--- config.mk ---
export PLATFORM = sky130hd
export DESIGN_NAME = fifo_rd_stream_adapter
export DESIGN_NICKNAME = d
export VERILOG_FILES = /design/src/rtl/fifo_rd_pkg.sv /design/src/rtl/fifo_rd_skid_buf.sv /design/src/rtl/fifo_rd_stream_adapter.sv
export SDC_FILE = /design/constraint.sdc
export NUM_CORES = 1
export LEC_CHECK = 0
export BUFFER_PORTS_ARGS = -buffer_cell sky130_fd_sc_hd__buf_4
export CAP_MARGIN = 20
export CELL_PAD_IN_SITES_DETAIL_PLACEMENT = 0
export CELL_PAD_IN_SITES_GLOBAL_PLACEMENT = 1
export CORE_UTILIZATION = 44
export DETAILED_ROUTE_END_ITERATION = 12
export GPL_TIMING_DRIVEN = 0
export PLACE_DENSITY_LB_ADDON = 0.1
export SLEW_MARGIN = 20
export SYNTH_ARGS = -nofsm -noshare
export SYNTH_HDL_FRONTEND = slang
export SYNTH_SLANG_ARGS = --single-unit
--- constraint.sdc ---
create_clock -name clk -period 5.5 [get_ports clk]
set_input_delay 0.825 -clock clk [delete_from_list [all_inputs] [get_ports clk]]
set_output_delay 0.825 -clock clk [all_outputs]
set_load 0.1 [all_outputs]
--- src/rtl/fifo_rd_pkg.sv ---
// Shared types for the FIFO read-side stream adapter: buffer occupancy encoding
// and the default data width used by the FIFO and its bench.
package fifo_rd_pkg;

  localparam int unsigned FIFO_WIDTH_DEF = 16;

  typedef enum logic [1:0] {
    OCC_EMPTY = 2'd0,
    OCC_ONE   = 2'd1,
    OCC_TWO   = 2'd2
  } occ_e;

  // Number of words held for a given occupancy state.
  function automatic logic [1:0] occ_count(input occ_e occ);
    case (occ)
      OCC_ONE: return 2'd1;
      OCC_TWO: return 2'd2;
      default: return 2'd0;
    endcase
  endfunction

endpackage

--- src/rtl/fifo_rd_skid_buf.sv ---
// Two-entry head/tail buffer with occupancy FSM; head is always the oldest word.
// Flush empties the buffer without touching the stored data registers.
module fifo_rd_skid_buf
  import fifo_rd_pkg::*;
#(
  parameter int unsigned WIDTH = FIFO_WIDTH_DEF
) (
  input  logic             i_clk,
  input  logic             i_rst,
  input  logic             i_flush,
  input  logic             i_push,
  input  logic [WIDTH-1:0] i_data,
  input  logic             i_pop,
  output occ_e             o_occ,
  output logic [WIDTH-1:0] o_head
);

  occ_e             r_occ;
  logic [WIDTH-1:0] r_head;
  logic [WIDTH-1:0] r_tail;

  always_ff @(posedge i_clk) begin
    if (i_rst) begin
      r_occ  <= OCC_EMPTY;
      r_head <= '0;
      r_tail <= '0;
    end else if (i_flush) begin
      r_occ <= OCC_EMPTY;
    end else begin
      case (r_occ)
        OCC_EMPTY: begin
          if (i_push) begin
            r_head <= i_data;
            r_occ  <= OCC_ONE;
          end
        end
        OCC_ONE: begin
          // Simultaneous push/pop replaces the head in place: no bubble.
          if (i_push && i_pop) begin
            r_head <= i_data;
          end else if (i_push) begin
            r_tail <= i_data;
            r_occ  <= OCC_TWO;
          end else if (i_pop) begin
            r_occ <= OCC_EMPTY;
          end
        end
        OCC_TWO: begin
          if (i_pop) begin
            r_head <= r_tail;
            if (i_push) r_tail <= i_data;
            else        r_occ  <= OCC_ONE;
          end
        end
        default: r_occ <= OCC_EMPTY;
      endcase
    end
  end

  assign o_occ  = r_occ;
  assign o_head = r_head;

endmodule

--- src/rtl/fifo_rd_stream_adapter.sv ---
// FIFO read-side to valid/ready stream adapter with credit-based read issue.
// Optional statistics (beat_count, err_underflow) enabled by FIFO_RD_STATS_EN.
module fifo_rd_stream_adapter
  import fifo_rd_pkg::*;
#(
  parameter int unsigned FIFO_WIDTH = FIFO_WIDTH_DEF
`ifdef FIFO_RD_STATS_EN
  , parameter int unsigned CNT_WIDTH = 16
`endif
) (
  input  logic                  clk,
  input  logic                  rst,
  input  logic                  flush,
  input  logic                  fifo_empty,
  input  logic                  fifo_underflow,
  input  logic [FIFO_WIDTH-1:0] fifo_data_out,
  output logic                  fifo_rd_en,
  output logic                  m_valid,
  input  logic                  m_ready,
  output logic [FIFO_WIDTH-1:0] m_data
`ifdef FIFO_RD_STATS_EN
  , output logic [CNT_WIDTH-1:0] beat_count
  , output logic                 err_underflow
`endif
);

  logic                  r_inflight;
  occ_e                  w_occ;
  logic [FIFO_WIDTH-1:0] w_head;
  logic                  w_pop;
  logic                  w_push;
  logic                  w_rd_en;
  logic [2:0]            w_need;
  logic [2:0]            w_allow;

  assign m_valid = (w_occ != OCC_EMPTY);
  assign m_data  = w_head;
  assign w_pop   = m_valid & m_ready;
  assign w_push  = r_inflight & ~fifo_underflow & ~flush;

  // Credit: held + in-flight words, less the word leaving now, must fit in 2.
  assign w_need     = 3'(occ_count(w_occ)) + 3'(r_inflight);
  assign w_allow    = 3'd1 + 3'(w_pop);
  assign w_rd_en    = ~rst & ~flush & ~fifo_empty & (w_need <= w_allow);
  assign fifo_rd_en = w_rd_en;

  always_ff @(posedge clk) begin
    if (rst) r_inflight <= 1'b0;
    else     r_inflight <= w_rd_en;
  end

  fifo_rd_skid_buf #(
    .WIDTH (FIFO_WIDTH)
  ) u_skid (
    .i_clk   (clk),
    .i_rst   (rst),
    .i_flush (flush),
    .i_push  (w_push),
    .i_data  (fifo_data_out),
    .i_pop   (w_pop),
    .o_occ   (w_occ),
    .o_head  (w_head)
  );

`ifdef FIFO_RD_STATS_EN
  logic [CNT_WIDTH-1:0] r_beat_count;
  logic                 r_err_underflow;

  always_ff @(posedge clk) begin
    if (rst) begin
      r_beat_count    <= '0;
      r_err_underflow <= 1'b0;
    end else begin
      if (w_pop) r_beat_count <= r_beat_count + CNT_WIDTH'(1);
      if (r_inflight && fifo_underflow) r_err_underflow <= 1'b1;
    end
  end

  assign beat_count    = r_beat_count;
  assign err_underflow = r_err_underflow;
`endif

endmodule

* After elaboration in Yosys (flattened, before gate mapping)
Index checks and enable logic that the tools add are counted.
Operators by class: equality and inequality tests 8, order comparisons 1, bitwise gates (word level) 10, reductions and logical operators 9, add/subtract/negate cells 2, mux-type cells 16
Operators with widths (count):
- 16-bit two-way mux | 6
- 16-bit case mux with 3 select lines | 1
- 16-bit case mux with 2 select lines | 1
- 2-bit two-way mux | 6
- 5-bit AND reduction | 2
- 1-bit AND | 6
- 2-bit by 1-bit != test with 1-bit output, second input constant | 3
- 2-bit case mux with 3 select lines | 1
- 2-bit != test, second input constant | 2
- 1-bit NOT | 4
- 2-bit case mux with 2 select lines | 1
- 4-bit AND reduction | 1
- 2-bit nonzero test | 2
- 2-bit by 1-bit adder with 3-bit output | 1
- 3-bit by 2-bit <= comparator with 1-bit output | 1
- 3-bit by 1-bit != test with 1-bit output, second input constant | 1
- 3-bit nonzero test | 1
- 1-bit by 1-bit adder with 2-bit output, first input constant | 1
- 2-bit by 1-bit == test with 1-bit output, second input constant | 1
- 2-bit == test, second input constant | 1
- 2-bit logical NOT | 1
- 2-bit OR reduction | 1
- 1-bit logical AND | 1
Storage, ports and cells: logic and storage cells 50, output and inout port bits 18, input port bits 22, flip-flop bits (word level) 35

* Depth between registers and ports, before layout
Gate-level depths: netlist (run 1).
depth after elaboration 6, depth in mapped cells 8, gate-level depth less buffers 7

* By module
Synthesis (run 1) repeated with hierarchy kept, for this count alone.
Unflattened totals: cells, all modules 172, area, all modules 1795.5 um^2
Modules (own cells, without submodules):
- fifo_rd_skid_buf | area an instance 1636.6 um^2, cells each 154, seq. area each 680.7 um^2, times used 1
- fifo_rd_stream_adapter | area an instance 158.9 um^2, cells each 18, seq. area each 20.0 um^2, times used 1

* Worst setup path before layout (run 1)
No wires, ideal clock.
kind reg-to-output, start register u_skid.r_occ[1] (netlist: u_skid.o_occ[1]), end output port fifo_rd_en, cell stages (with the launch flop) 8, arrival 4.656 ns, setup slack 0.019 ns, path buffers 0, required time 4.675 ns, path through dfxtp_1 > or2_2 > nand2_1 > inv_1 > fa_1 > o31a_1 > a21oi_1 > nor4_1
Between the ends: cells in the longest elaborated chain, start to end 5, elaborated cells between the ends (all ways) 9, those cells by class add/sub (2); order compare (1); eq/ne (2); mux (1); bitwise (2); reduce/logical (1)
Ends and longest elaborated chain:
- start: declaration | RTL line fifo_rd_skid_buf.sv:18 | occ_e r_occ;
- start signal: assignment | RTL line fifo_rd_skid_buf.sv:24 | r_occ <= OCC_EMPTY;
- start signal: assignment | RTL line fifo_rd_skid_buf.sv:28 | r_occ <= OCC_EMPTY;
- start signal: assignment | RTL line fifo_rd_skid_buf.sv:34 | r_occ <= OCC_ONE;
- 2-bit nonzero test | RTL line fifo_rd_stream_adapter.sv:36 | assign m_valid = (w_occ != OCC_EMPTY);
- via m_valid | RTL line fifo_rd_stream_adapter.sv:18 | output logic m_valid,
- 1-bit AND | RTL line fifo_rd_stream_adapter.sv:38 | assign w_pop = m_valid & m_ready;
- 1-bit by 1-bit adder with 2-bit output | RTL line fifo_rd_stream_adapter.sv:43 | assign w_allow = 3'd1 + 3'(w_pop);
- 3-bit by 2-bit <= comparator with 1-bit output | RTL line fifo_rd_stream_adapter.sv:44 | assign w_rd_en = ~rst & ~flush & ~fifo_empty & (w_need <= w_allow);
- 1-bit AND | RTL line fifo_rd_stream_adapter.sv:44
- end: declaration | RTL line fifo_rd_stream_adapter.sv:17 | output logic fifo_rd_en,
The timed path passes the listed nets, and every way through them passes these cells.

* Final worst setup path (run 1)
start register u_skid.r_occ[0] (netlist: u_skid.o_occ[0]), end output port fifo_rd_en
Between the ends: cells in the longest elaborated chain, start to end 5, elaborated cells between the ends (all ways) 9, those cells by class add/sub (2); order compare (1); eq/ne (2); mux (1); bitwise (2); reduce/logical (1)
Ends and longest elaborated chain:
- 2-bit == test, or another cell as far along | RTL line fifo_rd_pkg.sv:15 | case (occ)
- 2-bit case mux with 2 select lines / 1-bit AND (equally long branches) | RTL line fifo_rd_pkg.sv:15, fifo_rd_stream_adapter.sv:38
- 2-bit by 1-bit adder with 3-bit output / 1-bit by 1-bit adder with 2-bit output (equally long branches) | RTL line fifo_rd_stream_adapter.sv:42, fifo_rd_stream_adapter.sv:43
- 3-bit by 2-bit <= comparator with 1-bit output (*) | RTL line fifo_rd_stream_adapter.sv:44
- 1-bit AND (*) | RTL line fifo_rd_stream_adapter.sv:44
Every way passes the cells marked *; elsewhere a longest branch is shown, timed or not.

==> results of run 1 <==
-- cells in the final DEF, fill, tap and decap left out, drive strengths merged --
| master | count |
|---|---|
| a21oi | 3 |
| inv | 5 |
| bufinv | 1 |
| nand2b | 34 |
| dfxtp | 35 |
| nand2 | 1 |
| nor2 | 6 |
| nand3b | 1 |
| and4bb | 1 |
| ha | 3 |
| or2b | 1 |
| clkbuf | 15 |
| mux2i | 33 |
| fa | 1 |
| nor2b | 2 |
| a311oi | 16 |
| buf | 46 |
| or2 | 1 |
| nor4 | 2 |
| nor3b | 1 |
| a31o | 1 |
| a211oi | 16 |
| o21a | 1 |
| o31a | 2 |
| or3b | 2 |
-- cell type report --
class	instances	area (um2)	share of cell area
tap	50	62.6	0.0268
timing repair buffer	39	293	0.126
multi-input combinational	128	1040	0.448
clock inverter	2	38.8	0.0166
inverter	4	15.0	0.00644
buffer	16	93.8	0.0403
clock buffer	6	82.6	0.0354
sequential	35	701	0.301
-- critical path, delay by kind of cell (launching register included) --
family	cells	cell delay, ns
buffers and inverters	3	0.79
adders and majority gates	1	0.50
AOI/OAI and AO/OA	2	0.47
DFF	1	0.42
and+or+nand+nor	2	0.21
-- routing by layer --
| metal | track usage | vias up | part of all wire |
|---|---|---|---|
| li1 | - | 765 | - |
| met1 | 0.294 | 724 | 0.48 |
| met2 | 0.348 | 29 | 0.47 |
| met3 | 0.0462 | 6 | 0.035 |
| met4 | 0.0718 | 0 | 0.013 |
| met5 | 0 | - | 0 |
-- state kept, by name, indices dropped and copies added, names as in the netlist --
name,count
u_skid.o_occ,2
u_skid.r_tail,16
u_skid.o_head,16
r_inflight,1
-- cell families after synthesis --
group,count (synthesis),synth area share
and+or+nand+nor,52,0.177
buffers and inverters,20,0.0587
DFF,35,0.378
adders and majority gates,4,0.0310
AOI/OAI and AO/OA,39,0.177
muxes,33,0.178
-- path summary, 6_finish.rpt --
check / startpoint / to / slack [ns]
hold / removal: u_skid.r_tail[12] / u_skid.r_tail[12] / 0.48
setup reg to reg: u_skid.o_occ[0] / r_inflight / 3.23
setup / recovery: u_skid.o_occ[0] / fifo_rd_en / 2.00
hold reg to reg: u_skid.r_tail[12] / u_skid.r_tail[12] / 0.48
-- power groups by stage --
| stage | registers (mW) | clock network (mW) | logic [mW] |
|---|---|---|---|
| 5_1_grt | 0.258 | 0.262 | 0.0775 |
| 3_3_place_gp | 0.264 | 0 | 0.0705 |
| 4_1_cts | 0.258 | 0.252 | 0.0722 |
| 2_1_floorplan | 0.282 | 0 | 0.0270 |
| 3_5_place_dp | 0.264 | 0 | 0.0721 |
| 6_report | 0.258 | 0.247 | 0.0720 |
==> summary.txt, run 1 <==
Outcome
  • Status: finished clean

Detailed routing
  • DRC Markers: 0
  • Overall routed net length: 4400 um
  • Antenna Nets Post-Route: 0
  • WL/cell: 15.7 um
  • DRT iter0 DRCs: 78
  • Drt via density: 5.44
  • Vias: 1524
  • TritonRoute pass-1 iters: 4

Critical path
  • Slowest stage delay, CP: 0.50 ns
  • CP Cell Sequence: nand2b_1 -> buf_4 -> buf_2 -> fa_1 -> o31a_1 -> a21oi_1 -> nor4_1 -> buf_4
  • WS Path Type: reg -> out
  • Worst setup SP type: register
  • Worst Reg-to-Reg Cells: 7
  • Maximum fanout along the worst path: 10
  • CP max-delay cell: fa_1
  • Worst Path Required: 4.68 ns
  • WP data arrival: 2.68 ns
  • Setup crit end kind: output port
  • Most common cell on crit path: buf_4

Placed design
  • Dpl ws: 2.25 ns
  • Post-DP HPWL: 3290 um
  • Dpl cells: 272
  • IO Port Bufs: 39
  • Post-Place Cell Area: 2210 um2
  • Gpl congestion: 0.774

STA
  • Final-report max-slew violation count: 0
  • Setup ws final: 2.00 ns
  • Fin crit period: 3.50 ns
  • Fin. Hold Viols: 0
  • Worst Skew: 0.0119 ns
  • Slew headroom: 0.628
  • Worst-Margin Slew: 0.555 ns
  • Setup TNS: 0 ns
  • Worst hold slack: 0.476 ns
  • Final setup viols: 0
  • Fmax: 285 MHz
  • Crit share post-route: 0.637
  • RSZ-0062 raised after global routing: false

Power
  • Flop pwr share: 0.447
  • Static leakage: 1.00 nW
  • Clock Power Share: 0.428
  • Tot Pwr: 0.577 mW
  • Logic pwr share: 0.125
  • P per Cell Area: 248 nW/um2
  • Switching Share: 0.251
  • Sw power: 0.145 mW
  • Pint: 0.432 mW
  • VDD IR-drop max: 0.000186 V

Clocking
  • CTS tree: done
  • Root Driver: clkbuf_8
  • CTS Sinks: 35
  • Number of CTS-inserted buffers: 5
  • CTS Buffer Depth: 2
  • Htree depth: 2
  • Hold Buf Count CTS: 0
  • Reg clk slew, reported paths: 0.07 ns
  • Setup bufs post-CTS: 0
  • Cts repair resizes: 0
  • Worst-Skew Late Latency: 0.29 ns

Layout
  • Final nets: 255
  • Design area: 2330 um2
  • Area growth syn-to-layout: 25.7%
  • Fin util: 0.579
  • Fillers: 363
  • Share of post-route cells with drive strength above 1: 0.261
  • Non-filler cells, final: 280
  • Diode count: 0

Logic synthesis
  • Top_reg_cell synth: dfxtp_1
  • Syn nets: 209
  • Post-synthesis area per instance: 10.1 um2
  • Most common cell in the netlist: dfxtp_1
  • Post-Syn Area: 1850 um2
  • FF+latch count, synth: 35
  • Yosys warns: 0
  • Syn Inst Count: 183
  • Library cells used by synthesis: 29
  • Share of the synthesized area in the top cell type: 0.378
  • Register area share after synthesis: 0.378
  • Post-synth EDFFs: 0
  • Post-synth ARST share: 0
  • Top post-synthesis cells by area: dfxtp_1 38%, mux2i_1 18%, nand2b_1 11%
  • Area leader, netlist: dfxtp_1
  • Most frequent cells after synthesis: 35 x dfxtp_1, 34 x nand2b_1, 33 x mux2i_1

Die
  • Die Y: 66.9 um
  • Starting Density: 0.460
  • Placeable Area: 4030 um2
  • Die Area: 4480 um2
  • Ports: 40
  • Num rows: 23
  • Die width: 66.9 um

GRT
  • Number of global-route vias before repair: 1458
  • Initial antenna violation count: 0
  • Largest net degree at the start of global routing: 13
  • Overflow after GRT: 0
  • GRT Overall Usage: 0.220
  • First-pass GRT wire length: 7200 um

Worst hold path
  • Tightest Hold Check Type: reg -> reg
  • Worst hold path depth: 2

Run
  • Max_cap viols: 0
(Power assumes the default switching activity.)
==> inputs of run 2 (changes only) <==
ABC_AREA = 1   (was unset)
CORE_UTILIZATION = 33   (was 44)
clock period = 2.9 ns   (was 5.5 ns; I/O delays follow)
==> summary.txt, run 2 <==
Critical path
  • Worst setup SP type: register
  • Most common cell on crit path: inv_1
  • WS Path Type: reg -> out
  • Worst r2r src: u_skid.o_occ[1]
  • WP data arrival: 2.27 ns
  • Maximum fanout along the worst path: 6
  • Setup crit end kind: output port
  • CP top delay family: adder cells
  • Worst Path Required: 2.47 ns
  • Worst Reg-to-Reg Cells: 8
  • Bufs and invs on worst path: 3
  • R2R setup slack: 1.03 ns
  • CP Cell Sequence: nor2_4 -> ha_1 -> inv_1 -> fa_1 -> inv_1 -> nand3_1 -> a211oi_4 -> buf_12
  • R2R Path End: r_inflight
  • Slowest stage delay, CP: 0.48 ns
  • CP max-delay cell: dfxtp_1

Die
  • Die Y: 75.7 um
  • Starting Density: 0.346
  • Num rows: 26
  • Placeable Area: 5170 um2
  • Die width: 75.7 um
  • Ports: 40
  • Die Area: 5720 um2

Logic synthesis
  • Share of the synthesized area in the top cell type: 0.391
  • Post-synth EDFFs: 0
  • Syn Inst Count: 275
  • Top post-synthesis cells by area: dfxtp_1 39%, nand2_1 18%, nor2_1 14%
  • Register area share after synthesis: 0.391
  • Post-synth ARST share: 0
  • Yosys warns: 0
  • Top_reg_cell synth: dfxtp_1
  • Post-synthesis area per instance: 6.51 um2
  • Most frequent cells after synthesis: 88 x nand2_1, 68 x nor2_1, 35 x dfxtp_1
  • Library cells used by synthesis: 26
  • Syn nets: 301
  • Most common cell in the netlist: nand2_1
  • Post-Syn Area: 1790 um2
  • Area leader, netlist: dfxtp_1
  • FF+latch count, synth: 35

STA
  • Setup ws final: 0.193 ns
  • Slew headroom: 0.664
  • Fin. Hold Viols: 0
  • Setup TNS: 0 ns
  • Worst Skew: 0.00463 ns
  • Crit share post-route: 0.933
  • Fin crit period: 2.71 ns
  • Worst-Margin Slew: 0.504 ns
  • RSZ-0062 raised after global routing: false
  • Final-report max-slew violation count: 0
  • Final setup viols: 0
  • Fmax: 369 MHz

Detailed routing
  • Drt via density: 4.18
  • DRT iter0 DRCs: 100
  • WL/cell: 10.5 um
  • DRC Markers: 0
  • Vias: 1636
  • Overall routed net length: 4120 um
  • TritonRoute pass-1 iters: 4
  • Antenna Nets Post-Route: 0

Layout
  • Multi-input gate area: 885 um2
  • Commonest non-fill, non-tap cell in the layout: nand2_1
  • Share of post-route cells with drive strength above 1: 0.209
  • FF/Latch Area: 702 um2
  • Fillers: 559
  • Diode count: 0
  • Area growth syn-to-layout: 27.4%
  • Most frequent cells in the layout: 88 x nand2_1, 67 x nor2_1, 39 x buf_4
  • Fin util: 0.441
  • Final nets: 346

Worst hold path
  • Worst hold path depth: 2
  • Hold Path End: r_inflight
  • Tightest Hold Check Type: in -> reg
  • Hold path start: fifo_empty

Outcome
  • Status: finished clean

Power
  • Logic pwr share: 0.115
  • Tot Pwr: 0.937 mW
  • Switching Share: 0.260
  • Clock Power Share: 0.366
  • VDD IR-drop max: 0.000139 V
  • Pint: 0.693 mW
  • Sw power: 0.244 mW
  • P per Cell Area: 411 nW/um2
  • Static leakage: 1.17 nW
  • Flop pwr share: 0.519

Clocking
  • Htree depth: 2
  • Setup bufs post-CTS: 0
  • Reg clk slew, reported paths: 0.07 ns
  • CTS Sinks: 35
  • Worst-Skew Late Latency: 0.28 ns
  • Hold Buf Count CTS: 0
  • CTS tree: done
  • CTS Buffer Depth: 2
  • Number of CTS-inserted buffers: 5
  • Root Driver: clkbuf_8

GRT
  • First-pass GRT wire length: 7070 um
  • Initial antenna violation count: 0
  • GRT Overall Usage: 0.167
  • Overflow after GRT: 0
  • Largest net degree at the start of global routing: 20
  • Number of global-route vias before repair: 1547

Placed design
  • IO Port Bufs: 39
  • Dpl ws: 0.200 ns
  • Gpl congestion: 0.811
  • Post-DP HPWL: 2970 um

Run
  • Max_cap viols: 0
[run 2: cell types whose count changed after synthesis, moves of 5 or more]
cell,delta
a311oi_1,-16
nand3_1,+7
clkbuf_1,-5
mux2i_1,-33
nand2_1,+87
o21ai_0,+7
nor2_1,+62
inv_1,+25
nand2b_1,-34
o21ai_1,+10
a211oi_1,-14
[run 2: layout make-up]
cell class,instances,share of cell area
clock inverter,1,0.00219
tap,70,0.0384
multi-input combinational,196,0.388
inverter,33,0.0576
timing repair buffer,39,0.134
sequential,35,0.308
buffer,10,0.0389
clock buffer,7,0.0335
[run 2: metrics by stage]
stage | cells | hold slack, ns | instance area [um2]
finish | 391 | 0.333 | 2280
global route | 391 | 0.335 | 2280
CTS | 391 | 0.326 | 2260
detailed placement | 384 | 0.471 | 2180
global placement | 384 | 0.462 | 2180
floorplan | 275 | 0.453 | 1800
[run 2: kinds of logic after synthesis]
family          share of synthesized area
buf+inv                             0.126
flops                               0.391
compound gates                     0.0678
simple gates                        0.383
fa+ha+maj                          0.0321
[run 2: routing by layer]
metal	GRT usage	wire [um]
met3	0.0384	188
met2	0.288	1880
met4	0.0432	22
met1	0.210	2020
met5	0	0
[run 2: worst max path at each step]
stage                             to  slack [ns]  cells past startpoint       startpoint
after CTS                 fifo_rd_en        0.07                      9  u_skid.o_occ[0]
after floorplan           fifo_rd_en        0.02                      8  u_skid.o_occ[1]
after global placement    fifo_rd_en        0.20                     10  u_skid.o_occ[0]
after global routing      fifo_rd_en        0.03                      8  u_skid.o_occ[1]
after detailed placement  fifo_rd_en        0.20                     10  u_skid.o_occ[0]
final                     fifo_rd_en        0.19                      8  u_skid.o_occ[1]
[run 2: repair_timing]
| item | CTS | global route |
|---|---|---|
| cloned | 0 | 0 |
| endpoints found under the setup margin | 1 | 1 |
| resized for setup | 2 | 5 |
[run 2: power groups by stage]
stage	clock network, mW	logic (mW)	registers (mW)
global placement	0	0.106	0.497
detailed placement	0	0.106	0.497
floorplan	0	0.0436	0.518
global route	0.383	0.119	0.487
CTS	0.358	0.107	0.486
finish	0.343	0.107	0.486
==> inputs of run 3 (changes only) <==
ABC_AREA = 0   (was 1)
CORE_UTILIZATION = 37   (was 33)
==> summary.txt, run 3 (synthesized netlist as in run 1, its figures left out) <==
Outcome
  • Status: finished clean

Clocking
  • Worst-Skew Late Latency: 0.28 ns
  • CTS Sinks: 35
  • CTS tree: done
  • Reg clk slew, reported paths: 0.07 ns
  • Htree depth: 2
  • Hold Buf Count CTS: 0
  • Number of CTS-inserted buffers: 5
  • Root Driver: clkbuf_8
  • CTS Buffer Depth: 2

STA
  • Crit share post-route: 0.964
  • Fin. Hold Viols: 0
  • Worst-Margin Slew: 0.638 ns
  • Fmax: 358 MHz
  • Fin crit period: 2.80 ns
  • Slew headroom: 0.575
  • Worst hold slack: 0.344 ns
  • Worst Skew: 0.00398 ns
  • Final setup viols: 0
  • Final-report max-slew violation count: 0
  • RSZ-0062 raised after global routing: false
  • Setup ws final: 0.104 ns

Detailed routing
  • Overall routed net length: 4510 um
  • Drt via density: 5.18
  • TritonRoute pass-1 iters: 4
  • WL/cell: 15.1 um
  • DRT iter0 DRCs: 95
  • Vias: 1544
  • Antenna Nets Post-Route: 0
  • DRC Markers: 0

Layout
  • Fillers: 466
  • Area growth syn-to-layout: 27.4%
  • Most frequent cells in the layout: 39 x buf_4, 34 x nand2b_1, 33 x mux2i_1, 33 x dfxtp_1
  • Fin util: 0.494
  • Multi-input gate area: 1070 um2
  • Share of post-route cells with drive strength above 1: 0.286
  • FF/Latch Area: 703 um2
  • Commonest non-fill, non-tap cell in the layout: buf_4
  • Diode count: 0
  • Final nets: 256

Placed design
  • Gpl congestion: 0.806
  • IO Port Bufs: 39
  • Post-DP HPWL: 3380 um
  • Dpl ws: 0.328 ns

Critical path
  • Worst setup SP type: register
  • R2R Path End: r_inflight
  • WS Path Type: reg -> out
  • R2R setup slack: 0.78 ns
  • Worst Reg-to-Reg Cells: 8
  • WP data arrival: 2.36 ns
  • Setup crit end kind: output port
  • Maximum fanout along the worst path: 10
  • Worst Path Required: 2.47 ns
  • Worst r2r src: u_skid.o_occ[0]

GRT
  • GRT Overall Usage: 0.179
  • Number of global-route vias before repair: 1486
  • Initial antenna violation count: 0
  • Largest net degree at the start of global routing: 11
  • First-pass GRT wire length: 7160 um
  • Overflow after GRT: 0

Power
  • P per Cell Area: 411 nW/um2
  • Static leakage: 0.989 nW
  • VDD IR-drop max: 0.000265 V
  • Tot Pwr: 0.970 mW

Run
  • Max_cap viols: 0

Worst hold path
  • Hold path start: fifo_empty
  • Tightest Hold Check Type: in -> reg
  • Worst hold path depth: 2
  • Hold Path End: r_inflight

Die
  • Die width: 72.8 um
  • Placeable Area: 4790 um2
  • Starting Density: 0.387
  • Ports: 40
  • Num rows: 25
  • Die Area: 5300 um2
  • Die Y: 72.8 um
[run 3: routing by layer]
| metal | part of all wire | wire [um] | track usage | vias to the layer above |
|---|---|---|---|---|
| met1 | 0.47 | 2140 | 0.234 | 726 |
| met3 | 0.039 | 175 | 0.0456 | 9 |
| met4 | 0.012 | 52 | 0.0523 | 0 |
| met2 | 0.48 | 2150 | 0.293 | 44 |
| met5 | 0 | 0 | 0 | - |
| li1 | - | - | - | 765 |
[run 3: power breakdown]
| group | total, mW | internal (mW) | switching [mW] |
|---|---|---|---|
| Clock | 0.337 | 0.168 | 0.169 |
| Sequential | 0.490 | 0.486 | 0.00370 |
| Combinational | 0.143 | 0.0534 | 0.0895 |
[run 3: what timing repair did]
action	in CTS	in global routing
endpoints found under the hold margin	0	0
gates resized for setup	1	2
gates cloned	0	0
endpoints found under the setup margin	1	1
setup buffers	0	1
[run 3: area by class of cell]
class / instances / area share
inverter: 4 / 0.00636
tap: 67 / 0.0355
multi-input combinational: 128 / 0.453
buffer: 16 / 0.0440
timing repair buffer: 40 / 0.129
clock buffer: 7 / 0.0323
clock inverter: 1 / 0.00212
sequential: 35 / 0.298
[run 3: worst max path at each step]
stage               startpoint          to  slack (ns)  cells past startpoint
2_1_floorplan  u_skid.o_occ[0]  fifo_rd_en       -0.09                      7
3_3_place_gp   u_skid.o_occ[0]  fifo_rd_en        0.36                      8
3_5_place_dp   u_skid.o_occ[0]  fifo_rd_en        0.33                      8
4_1_cts        u_skid.o_occ[0]  fifo_rd_en        0.04                      8
5_1_grt        u_skid.o_occ[0]  fifo_rd_en        0.01                      8
6_report       u_skid.o_occ[0]  fifo_rd_en        0.10                      8
[run 3: per-stage QoR]
step,TNS [ns],area (um2),std cells
after floorplan,-0.0858,1890,183
after global placement,0,2260,289
after detailed placement,0,2260,289
after CTS,0,2350,297
after global routing,0,2360,298
final,0,2360,298
[run 3: worst max-delay path: stages, from the launching register on]
cell and delay [ns]:
dfxtp_2 0.37, nand2b_1 0.16, buf_6 0.18, buf_6 0.19, fa_1 0.45, o31a_1 0.26
a21oi_2 0.18, nor4_4 0.07, buf_6 0.21
